<file path="config.mk">
export PLATFORM = sky130hd
export DESIGN_NAME = alu_issue_stage
export DESIGN_NICKNAME = d
export VERILOG_FILES = /design/src/rtl/alu_pkg.sv /design/src/rtl/alu_exec_unit.sv /design/src/rtl/alu_issue_stage.sv
export SDC_FILE = /design/constraint.sdc
export NUM_CORES = 1
export LEC_CHECK = 0
export ABC_CLOCK_PERIOD_IN_PS = 15400
export CORE_MARGIN = 4
export CORE_UTILIZATION = 50
export DETAILED_ROUTE_END_ITERATION = 16
export GPL_TIMING_DRIVEN = 0
export PLACE_DENSITY = 0.73
export SYNTH_ARGS = -nofsm -noshare
export SYNTH_HDL_FRONTEND = slang
export SYNTH_HIERARCHICAL = 1
export SYNTH_SLANG_ARGS = --single-unit
</file>
<file path="constraint.sdc">
create_clock -name clk -period 15.4 [get_ports clk]
set_clock_uncertainty 0.1 [all_clocks]
set_input_delay 3.85 -clock clk [delete_from_list [all_inputs] [get_ports clk]]
set_output_delay 3.85 -clock clk [all_outputs]
set_load 0.01 [all_outputs]
</file>
<file path="src/rtl/alu_pkg.sv">
// Shared types and constants for the ALU issue stage and its combinational execution unit.
package alu_pkg;

  localparam int A_W    = 6;
  localparam int B_W    = 4;
  localparam int RES_W  = 9;
  localparam int WAIT_W = 3;

  localparam logic [RES_W-1:0] DIV0_CODE = 9'h1FF;

  typedef enum logic [1:0] {
    OP_ADD = 2'b00,
    OP_SUB = 2'b01,
    OP_MUL = 2'b10,
    OP_DIV = 2'b11
  } op_e;

  typedef enum logic [1:0] {
    IDLE = 2'b00,
    EXEC = 2'b01,
    DONE = 2'b10
  } state_e;

endpackage

</file>
<file path="src/rtl/alu_exec_unit.sv">
// Combinational add/subtract, 4x4 multiply and 6/3 divide, muxed by opcode into one result word.
module alu_exec_unit
  import alu_pkg::*;
(
  input  logic [1:0]       op,
  input  logic [A_W-1:0]   a,
  input  logic [B_W-1:0]   b,
  output logic [RES_W-1:0] data,
  output logic             carry,
  output logic             err
);

  op_e        op_sel;
  logic       sub_m;
  logic [3:0] b_x;
  logic [4:0] sum;
  logic [7:0] prod;
  logic [2:0] divisor;
  logic [2:0] safe_div;
  logic       div_zero;
  logic [5:0] quot;
  logic [2:0] rem;

  assign op_sel = op_e'(op);

  // Subtract is A + ~B + 1, so c_out=1 means no borrow.
  assign sub_m = (op_sel == OP_SUB);
  assign b_x   = b[3:0] ^ {4{sub_m}};
  assign sum   = {1'b0, a[3:0]} + {1'b0, b_x} + {4'b0, sub_m};

  assign prod = {4'b0, a[3:0]} * {4'b0, b[3:0]};

  // A zero divisor is swapped for 1 so the divider never produces X; its output is discarded then.
  assign divisor  = b[2:0];
  assign div_zero = (divisor == 3'd0);
  assign safe_div = div_zero ? 3'd1 : divisor;
  assign quot     = a / {3'b0, safe_div};
  assign rem      = 3'(a % {3'b0, safe_div});

  // NOTE: every output gets a default before the case so no path leaves it unassigned (no latch).
  always_comb begin
    data  = '0;
    carry = 1'b0;
    err   = 1'b0;
    unique case (op_sel)
      OP_ADD, OP_SUB: begin
        data  = {5'b0, sum[3:0]};
        carry = sum[4];
      end
      OP_MUL: data = {1'b0, prod};
      OP_DIV: begin
        if (div_zero) begin
          data = DIV0_CODE;
          err  = 1'b1;
        end else begin
          data = {rem, quot};
        end
      end
      default: data = '0;
    endcase
  end

endmodule

</file>
<file path="src/rtl/alu_issue_stage.sv">
// Single-issue ALU front end: accepts a request, holds operands while the units settle, presents a registered result.
module alu_issue_stage
  import alu_pkg::*;
#(
  parameter int DIV_CYCLES = 2,
  parameter int CNT_W      = 8
) (
  input  logic             clk,
  input  logic             rst_n,
  input  logic             in_valid,
  output logic             in_ready,
  input  logic [1:0]       in_op,
  input  logic [5:0]       in_a,
  input  logic [3:0]       in_b,
  output logic             res_valid,
  input  logic             res_ready,
  output logic [8:0]       res_data,
  output logic             res_carry,
  output logic             res_err,
  output logic [CNT_W-1:0] op_count
);

  localparam logic [WAIT_W-1:0] DIV_WAIT   = WAIT_W'(DIV_CYCLES);
  localparam logic [WAIT_W-1:0] SHORT_WAIT = WAIT_W'(1);

  state_e             state;
  state_e             next_state;
  logic               latch_req;
  logic               capture;
  logic               consume;
  logic [1:0]         op_q;
  logic [A_W-1:0]     a_q;
  logic [B_W-1:0]     b_q;
  logic [WAIT_W-1:0]  wait_cnt;
  logic [RES_W-1:0]   unit_data;
  logic               unit_carry;
  logic               unit_err;

  // Operands stay frozen from accept to capture, which makes the divider a multicycle path.
  alu_exec_unit u_exec (
    .op    (op_q),
    .a     (a_q),
    .b     (b_q),
    .data  (unit_data),
    .carry (unit_carry),
    .err   (unit_err)
  );

  assign in_ready  = (state == IDLE);
  assign res_valid = (state == DONE);

  // NOTE: sequential state uses non-blocking assignments so every flop samples pre-edge values.
  always_ff @(posedge clk or negedge rst_n) begin
    if (!rst_n) state <= IDLE;
    else        state <= next_state;
  end

  always_comb begin
    next_state = state;
    latch_req  = 1'b0;
    capture    = 1'b0;
    consume    = 1'b0;
    unique case (state)
      IDLE: if (in_valid) begin
        latch_req  = 1'b1;
        next_state = EXEC;
      end
      EXEC: if (wait_cnt == '0) begin
        capture    = 1'b1;
        next_state = DONE;
      end
      DONE: if (res_ready) begin
        consume    = 1'b1;
        next_state = IDLE;
      end
      default: next_state = IDLE;
    endcase
  end

  always_ff @(posedge clk or negedge rst_n) begin
    if (!rst_n) begin
      op_q      <= '0;
      a_q       <= '0;
      b_q       <= '0;
      wait_cnt  <= '0;
      res_data  <= '0;
      res_carry <= 1'b0;
      res_err   <= 1'b0;
      op_count  <= '0;
    end else begin
      if (latch_req) begin
        op_q     <= in_op;
        a_q      <= in_a;
        b_q      <= in_b;
        wait_cnt <= (in_op == OP_DIV) ? DIV_WAIT : SHORT_WAIT;
      end else if (state == EXEC && wait_cnt != '0) begin
        wait_cnt <= wait_cnt - 1'b1;
      end
      if (capture) begin
        res_data  <= unit_data;
        res_carry <= unit_carry;
        res_err   <= unit_err;
      end
      if (consume) op_count <= op_count + 1'b1;
    end
  end

endmodule

</file>
# Word level (Yosys, flattened, before mapping)
# Index checks and enable logic that the tools add are counted.
[totals]
reg_bits = 36
input_bits = 16
word_cells = 54
[op_classes]
add_sub_neg = 4
n_mul = 1
div_mod_pow = 2
n_eq_ne = 9
muxes = 19
bitwise_logic = 1
reduce_logical = 9
[op_table]
columns = ["cell", "n"]
rows = [
  ["$pmux W9 S3", 1],
  ["$mux W1", 9],
  ["$mux W3", 3],
  ["$mux W9", 1],
  ["$add A8 B1 Y8 const B", 1],
  ["$eq A2 B2 Y1 const B", 4],
  ["$mul A4 B4 Y8", 1],
  ["$mux W2", 4],
  ["$div A6 B3 Y6", 1],
  ["$logic_not A3 Y1", 2],
  ["$mod A6 B3 Y6", 1],
  ["$pmux W2 S3", 1],
  ["$add A4 B4 Y5", 1],
  ["$add A5 B1 Y5", 1],
  ["$eq A2 B1 Y1 const B", 2],
  ["$logic_not A2 Y1", 2],
  ["$ne A2 B2 Y1 const B", 2],
  ["$xor A4 B4 Y4", 1],
  ["$reduce_and A3 Y1", 1],
  ["$reduce_bool A3 Y1", 1],
  ["$sub A3 B1 Y3 const B", 1],
  ["$ne A2 B1 Y1 const B", 1],
  ["$reduce_bool A2 Y1", 1],
  ["$reduce_or A2 Y1", 1],
  ["$logic_and A1 B1 Y1", 1],
]

# Logic depth before layout (Yosys ltp)
# Gate-level depths: netlist of the first run.
[logic_depth]
depth_word = 5
mapped_depth = 33

# Hierarchy
# The synthesis of the first run kept the hierarchy.
[modules_own_cells]
columns = ["mod", "n_inst", "cells_per_inst", "area_each_um2", "seq_area_each_um2"]
rows = [
  ["alu_exec_unit", 1, 211, 1592.8, 0.0],
  ["alu_issue_stage", 1, 104, 1497.7, 900.9],
]

# Worst setup path after synthesis of the first run
# Ideal clock, no wire load.
[synth_timing]
kind = "register -> register"
start = "register b_q[2]"
end = "register res_data[8]"
setup_ps = 125
arrival_ps = 6464
setup_slack_ps = 8711
stages_incl_launch_ff = 34
n_path_buf = 2
period_less_slack_ps = 6689
cell_sequence = "dfrtp_1 > buf_4 > o21ba_1 > buf_4 > ha_1 > nor4b_1 > o21ai_0 > o21a_1 > ha_1 > a21oi_1 > nand2_1 > mux2i_1 > ha_1 > nand2b_1 > o21ai_1 > nand2_1 > a21oi_1 > xor2_1 > ha_1 > o21ai_0 > nor2_1 > nor2_1 > nand3_2 > mux2_4 > inv_1 > ha_1 > a21bo_2 > a21oi_1 > o41ai_1 > nor3_1 > nand4_1 > and2_4 > o31a_1 > mux2_2"
[synth_via]
elab_chain_cells = 5
[synth_lines]
columns = ["element", "line", "rtl"]
rows = [
  ["start: declaration", "alu_issue_stage.sv:33", "logic [B_W-1:0] b_q;"],
  ["start signal: assignment", "alu_issue_stage.sv:94", "b_q <= in_b;"],
  ["$logic_not A3 Y1", "alu_exec_unit.sv:35", "assign div_zero = (divisor == 3'd0);"],
  ["$mux W3", "alu_exec_unit.sv:36", "assign safe_div = div_zero ? 3'd1 : divisor;"],
  ["$mod A6 B3 Y6", "alu_exec_unit.sv:38", "assign rem = 3'(a % {3'b0, safe_div});"],
  ["$mux W9 (*)", "alu_exec_unit.sv:52", "if (div_zero) begin"],
  ["$pmux W9 S3 (*)", "alu_exec_unit.sv:45", "unique case (op_sel)"],
  ["named net unit_data[8]", "alu_issue_stage.sv:35", "logic [RES_W-1:0] unit_data;"],
  ["end signal: assignment", "alu_issue_stage.sv:100", "res_data <= unit_data;"],
  ["end: declaration", "alu_issue_stage.sv:17", "output logic [8:0] res_data,"],
]
# Mark *: on every way through the listed nets, which the timed path passes. The rest lies on a longest branch.
# A chain may end at the register's enable or synchronous reset.

# Worst setup path after layout of the first run
# Ends and elaborated chain as after synthesis.

==> flow_metrics.env, run 1 <==
export IMPL_outcome="completed"
export IMPL_cts_path_max_buffers=2
export IMPL_regArea_sq_um=901
export IMPL_cts_tree="yes"
export IMPL_cts_max_level=2
export IMPL_die_h_microns=86.6
export IMPL_drive_above_1_share=0.145
export IMPL_synth_seq_cells=36
export IMPL_netlist_area_leader_share=0.291
export IMPL_syn_to_final_growth_pct=17.0
export IMPL_required_ns=15.48
export IMPL_gp_congestion=0.843
export IMPL_drtIter0Drc=100
export IMPL_diodes=0
export IMPL_yosysMostFrequentCell="dfrtp_1"
export IMPL_min_path_type="flop to flop"
export IMPL_period_needed_ns=7.62
export IMPL_r2r_end="res_data[8]"
export IMPL_die_area_sq_um=7500
export IMPL_crit_type="flop to flop"
export IMPL_drt_vias_per_instance=5.48
export IMPL_yosysTopAreaCell="dfrtp_1"
export IMPL_grt_start_max_net_pins=37
export IMPL_antenna_found_initial=0
export IMPL_synth_area_sq_um=3090
export IMPL_setup_viol=0
export IMPL_syn_area_per_cell_sq_um=9.81
export IMPL_arrival_ns=7.70
export IMPL_num_rows=28
export IMPL_synthCells=315
export IMPL_syn_num_nets=369
export IMPL_post_cts_buffers=0
export IMPL_slew_headroom=0.496
export IMPL_cts_resized=0
export IMPL_core_sq_um=5960
export IMPL_ys_warn_count=6
export IMPL_synthTopCellsByCount="dfrtp_1, ha_1, inv_1"
export IMPL_numClockSinks=36
export IMPL_dr_pass1_iters=4
export IMPL_synth_ff_type="dfrtp_1"
export IMPL_worstSkewPairLatency_ns=0.28
export IMPL_fin_crit_sh=0.495
export IMPL_vias=2372
export IMPL_wire_per_inst_microns=14.8
export IMPL_hold_viol_final=0
export IMPL_crit_path_max_incr_delay_ns=0.41
export IMPL_yosysSeqAreaShare=0.291
export IMPL_crit_slowest_cell="dfrtp_1"
export IMPL_ant_nets=0
export IMPL_worstRegToRegCells=33
export IMPL_start_kind="flop"
export IMPL_crit_path_frequent_cell="ha_1"
export IMPL_die_width_microns=86.6
export IMPL_maxCapViolCount=0
export IMPL_grt_pass1_vias=2426
export IMPL_ios=37
export IMPL_overflow=0
export IMPL_dp_hpwl_microns=5260
export IMPL_fin_nets=412
export IMPL_multi_input_area_sq_um=2010
export IMPL_tightest_slew_ns=0.756
export IMPL_cts_made_buffers=5
export IMPL_drv_slew=0
export IMPL_grt_pass1_wl_microns=11200
export IMPL_synth_enable_flop_cells=0
export IMPL_portBuffers=36
export IMPL_crit_end="res_data[8]"
export IMPL_synthTopCellsByArea="dfrtp_1, ha_1, mux2_2, fa_1, inv_1"
export IMPL_cts_clk_slew_worst_paths_ns=0.07
export IMPL_crit_start="b_q[2]"
export IMPL_finalSetupTns_ns=0
export IMPL_wl_microns=6400
export IMPL_yosysUniqueCellTypes=63
export IMPL_worstReg2RegStart="b_q[2]"
export IMPL_rsz0062_at_grt="false"
export IMPL_fmax_ghz=0.131
export IMPL_path_max_fanout=10
export IMPL_async_reset_ff_frac=1.00
export IMPL_end_kind="flop"
export IMPL_cts_root_buf="clkbuf_8"
export IMPL_floorplan_initialDensity=0.519
export IMPL_ff2ff_setup_slack_ns=7.78
export IMPL_fillerInstances=516
export IMPL_ctsHoldBuffers=0
export IMPL_drc=0
export IMPL_grtUsageTotal=0.186
[critical path: cells and delay by family (launching register included)]
| family | cells | cell delay [ns] |
|---|---|---|
| and+or+nand+nor | 10 | 1.88 |
| buffers and inverters | 3 | 0.41 |
| DFF | 1 | 0.41 |
| xor gates and xnor gates | 1 | 0.20 |
| adders and majority gates | 5 | 1.54 |
| muxes | 3 | 0.78 |
| AOI/OAI and AO/OA | 11 | 2.18 |
[state kept, by name, summed over array words and instances, names as in the netlist]
signal     cells
res_data       9
wait_cnt       3
res_err        1
b_q            4
res_carry      1
op_q           2
op_count       8
a_q            6
state          2
[cell type report]
type                    instances  share of cell area
flip-flops and latches         36               0.249
repair buffers                 36              0.0982
well taps                      75              0.0259
inverters                      29              0.0301
multi-input cells             238               0.557
plain buffers                  12              0.0183
clock buffers                   6              0.0201
clock inverters                 1             0.00138
[how the worst min path moves through the flow]
stage	endpoint	cells after the start	slack, ns	startpoint
6_report	op_count[7]	1	0.38	op_count[7]
5_1_grt	op_count[7]	1	0.40	op_count[7]
4_1_cts	op_count[7]	1	0.38	op_count[7]
3_5_place_dp	op_count[7]	1	0.36	op_count[7]
3_3_place_gp	op_count[7]	1	0.36	op_count[7]
2_1_floorplan	b_q[1]	1	0.38	b_q[1]
[metrics by stage]
stage,cells,instance area [sq um],hold slack [ns],utilization,worst slack [ns]
3_3_place_gp,426,3540,0.362,0.595,7.91
5_1_grt,433,3620,0.402,0.607,7.22
3_5_place_dp,426,3540,0.363,0.594,7.87
2_1_floorplan,315,3090,0.375,-,8.71
4_1_cts,433,3620,0.377,0.607,7.81
6_report,433,3620,0.380,0.607,7.78
[layer usage]
metal	track usage	part of all wire	wire, microns
met2	0.310	0.47	3040
met4	0.0340	0.0056	36
met5	0	0	0
met1	0.257	0.49	3110
met3	0.0304	0.033	209
[cells in the final DEF (no fill, tap or decap), drive strengths merged, types with 2 or more instances in the layout]
cell,instances
a2111o,2
a211o,2
a21o,3
a21oi,13
a31oi,2
and2,6
buf,6
clkbuf,13
clkdlybuf4s50,35
dfrtp,36
fa,6
ha,32
inv,29
mux2,26
mux2i,4
nand2,23
nand2b,6
nand3,5
nand4,2
nor2,16
nor2b,2
nor3,7
nor3b,3
o211ai,2
o21a,7
o21ai,14
o21bai,2
o221ai,5
o22ai,2
o311ai,2
o31a,2
o41ai,2
or3,4
xnor2,9
xor2,11
[cells by family (layout without fill, tap and decap cells)]
group                    Yosys count  after routing  share of synthesized area
flip-flops                        36             36                      0.291
XOR/XNOR                          20             20                     0.0567
multiplexers                      30             30                      0.114
adder cells (fa/ha/maj)           38             38                      0.168
AO/OA/AOI/OAI                     68             68                      0.164
buffers and inverters             41             84                     0.0567
AND/OR/NAND/NOR                   82             82                      0.148
Power of run 1 is not shown: default switching activity piles up to over one toggle a cycle in this logic, so the estimate is an artifact.
==> run 2: changes to the inputs <==
--- a/config.mk
+++ b/config.mk
@@ -5,12 +5,12 @@
 export SDC_FILE = /design/constraint.sdc
 export NUM_CORES = 1
 export LEC_CHECK = 0
-export ABC_CLOCK_PERIOD_IN_PS = 15400
+export ABC_CLOCK_PERIOD_IN_PS = 6500
 export CORE_MARGIN = 4
 export CORE_UTILIZATION = 50
 export DETAILED_ROUTE_END_ITERATION = 16
 export GPL_TIMING_DRIVEN = 0
-export PLACE_DENSITY = 0.73
+export PLACE_DENSITY = 0.76
 export SYNTH_ARGS = -nofsm -noshare
 export SYNTH_HDL_FRONTEND = slang
 export SYNTH_HIERARCHICAL = 1
==> constraint.sdc (replaced) <==
create_clock -name clk -period 6.5 [get_ports clk]
set_clock_uncertainty 0.1 [all_clocks]
set_input_delay 1.625 -clock clk [delete_from_list [all_inputs] [get_ports clk]]
set_output_delay 1.625 -clock clk [all_outputs]
set_load 0.01 [all_outputs]
==> flow_metrics.env, run 2 (synthesized netlist as in run 1, its figures left out) <==
export IMPL_outcome="finished with violations"
export IMPL_failed_checks="setup timing"
export IMPL_ctsHoldBuffers=0
export IMPL_required_ns=6.58
export IMPL_dp_slack_ns=-0.721
export IMPL_dp_cells=426
export IMPL_whs_endpoint="op_count[7]"
export IMPL_wire_per_inst_microns=17.6
export IMPL_overflow=0
export IMPL_cts_max_level=2
export IMPL_syn_to_final_growth_pct=36.1
export IMPL_r2r_end="res_data[8]"
export IMPL_path_max_fanout=5
export IMPL_drtIter0Drc=241
export IMPL_min_path_type="flop to flop"
export IMPL_rsz0062_at_grt="true"
export IMPL_cts_root_buf="clkbuf_8"
export IMPL_fin_crit_sh=1.03
export IMPL_cts_made_buffers=5
export IMPL_crit_path_frequent_cell="ha_4"
export IMPL_cts_path_max_buffers=2
export IMPL_fmax_ghz=0.149
export IMPL_gp_congestion=0.855
export IMPL_setup_viol=4
export IMPL_start_kind="flop"
export IMPL_mostFrequentLayoutCell="buf_4"
export IMPL_dp_hpwl_microns=5310
export IMPL_final_cell_mix="buf_4, dfrtp_1, clkdlybuf4s50_1"
export IMPL_wl_microns=8240
export IMPL_grtUsageTotal=0.210
export IMPL_worstReg2RegStart="b_q[2]"
export IMPL_end_kind="flop"
export IMPL_fin_nets=446
export IMPL_worstSkewPairLatency_ns=0.29
export IMPL_crit_slowest_cell="dfrtp_1"
export IMPL_regMostFlops="res_data"
export IMPL_num_rows=28
export IMPL_drive_above_1_share=0.316
export IMPL_worstHoldPathCells=1
export IMPL_grt_pass1_vias=2662
export IMPL_drv_slew=0
export IMPL_hold_start="op_count[7]"
export IMPL_antenna_found_initial=0
export IMPL_crit_path_max_incr_delay_ns=0.40
export IMPL_crit_type="flop to flop"
export IMPL_worstRegToRegCells=33
export IMPL_grt_pass1_wl_microns=12500
export IMPL_period_needed_ns=6.71
export IMPL_cts_clk_slew_worst_paths_ns=0.08
export IMPL_die_width_microns=86.6
export IMPL_dr_pass1_iters=4
export IMPL_layout_cells_non_filler=468
export IMPL_diodes=0
export IMPL_portBuffers=36
export IMPL_drc=0
export IMPL_hold_viol_final=0
export IMPL_die_h_microns=86.6
export IMPL_ios=37
export IMPL_die_area_sq_um=7500
export IMPL_numClockSinks=36
export IMPL_tightest_slew_ns=0.806
export IMPL_vias=2721
export IMPL_floorplan_initialDensity=0.519
export IMPL_ff2ff_setup_slack_ns=-0.21
export IMPL_core_sq_um=5960
export IMPL_maxCapViolCount=0
export IMPL_cts_tree="yes"
export IMPL_top_regs="res_data x9, op_count x8, a_q x6"
export IMPL_placed_cell_area_sq_um=3550
export IMPL_grt_start_max_net_pins=37
export IMPL_final_area_sq_um=4210
export IMPL_arrival_ns=6.79
export IMPL_utilization=0.706
export IMPL_fin_ws_ns=-0.209
export IMPL_largest_reg_flops=9
export IMPL_ant_nets=0
export IMPL_drt_vias_per_instance=5.81
export IMPL_slew_headroom=0.463
run 2: cell count changes in the layout (fill, tap and decap cells not counted), sizes merged:
cell      change
clkbuf        -2
buf          +35
clkinvlp      +1
inv           -1
clkinv        +2
run 2: worst max path at each step:
stage,start,to,slack (ns),depth (start not counted)
after floorplan,b_q[2],res_data[8],0.04,33
after global placement,b_q[2],res_data[8],-0.66,33
after detailed placement,b_q[2],res_data[8],-0.72,33
after CTS,b_q[1],res_data[8],0.02,33
after global routing,b_q[2],res_data[8],-0.47,32
final,b_q[2],res_data[8],-0.21,33
run 2: critical path: cells and delay by family, from the launching register on:
family	cells	cell delay (ns)
muxes	3	0.82
adders and majority gates	5	1.29
buffers and inverters	3	0.36
and+or+nand+nor	11	1.68
DFF	1	0.40
AOI/OAI and AO/OA	11	1.95
run 2: per-layer routing:
| metal | global-route usage | routed length [microns] | vias to the layer above |
|---|---|---|---|
| met2 | 0.350 | 4180 | 84 |
| li1 | - | - | 1277 |
| met3 | 0.0314 | 330 | 23 |
| met5 | 0 | 0 | - |
| met1 | 0.280 | 3570 | 1337 |
| met4 | 0.0666 | 161 | 0 |
run 2: final cells by class:
class                   instances  area [sq um]
well taps                      75          93.8
clock inverters                 3          18.8
inverters                      29           113
fillers                       441          1750
clock buffers                   5          68.8
multi-input cells             238          2320
repair buffers                 72           626
plain buffers                  10          63.8
flip-flops and latches         36           902
run 2: metrics by stage:
step	hold slack, ns	TNS (ns)
2_1_floorplan	0.375	0
3_3_place_gp	0.356	-2.36
3_5_place_dp	0.366	-2.66
4_1_cts	0.379	0
5_1_grt	0.397	-1.69
6_report	0.379	-0.607
run 2: timing repair:
action / in CTS / in global routing
buffers inserted: 21 / 15
resized for setup: 24 / 28
endpoints found under the setup margin: 4 / 4
pin swaps: 15 / 23
Power of run 2 is left out for the same reason.
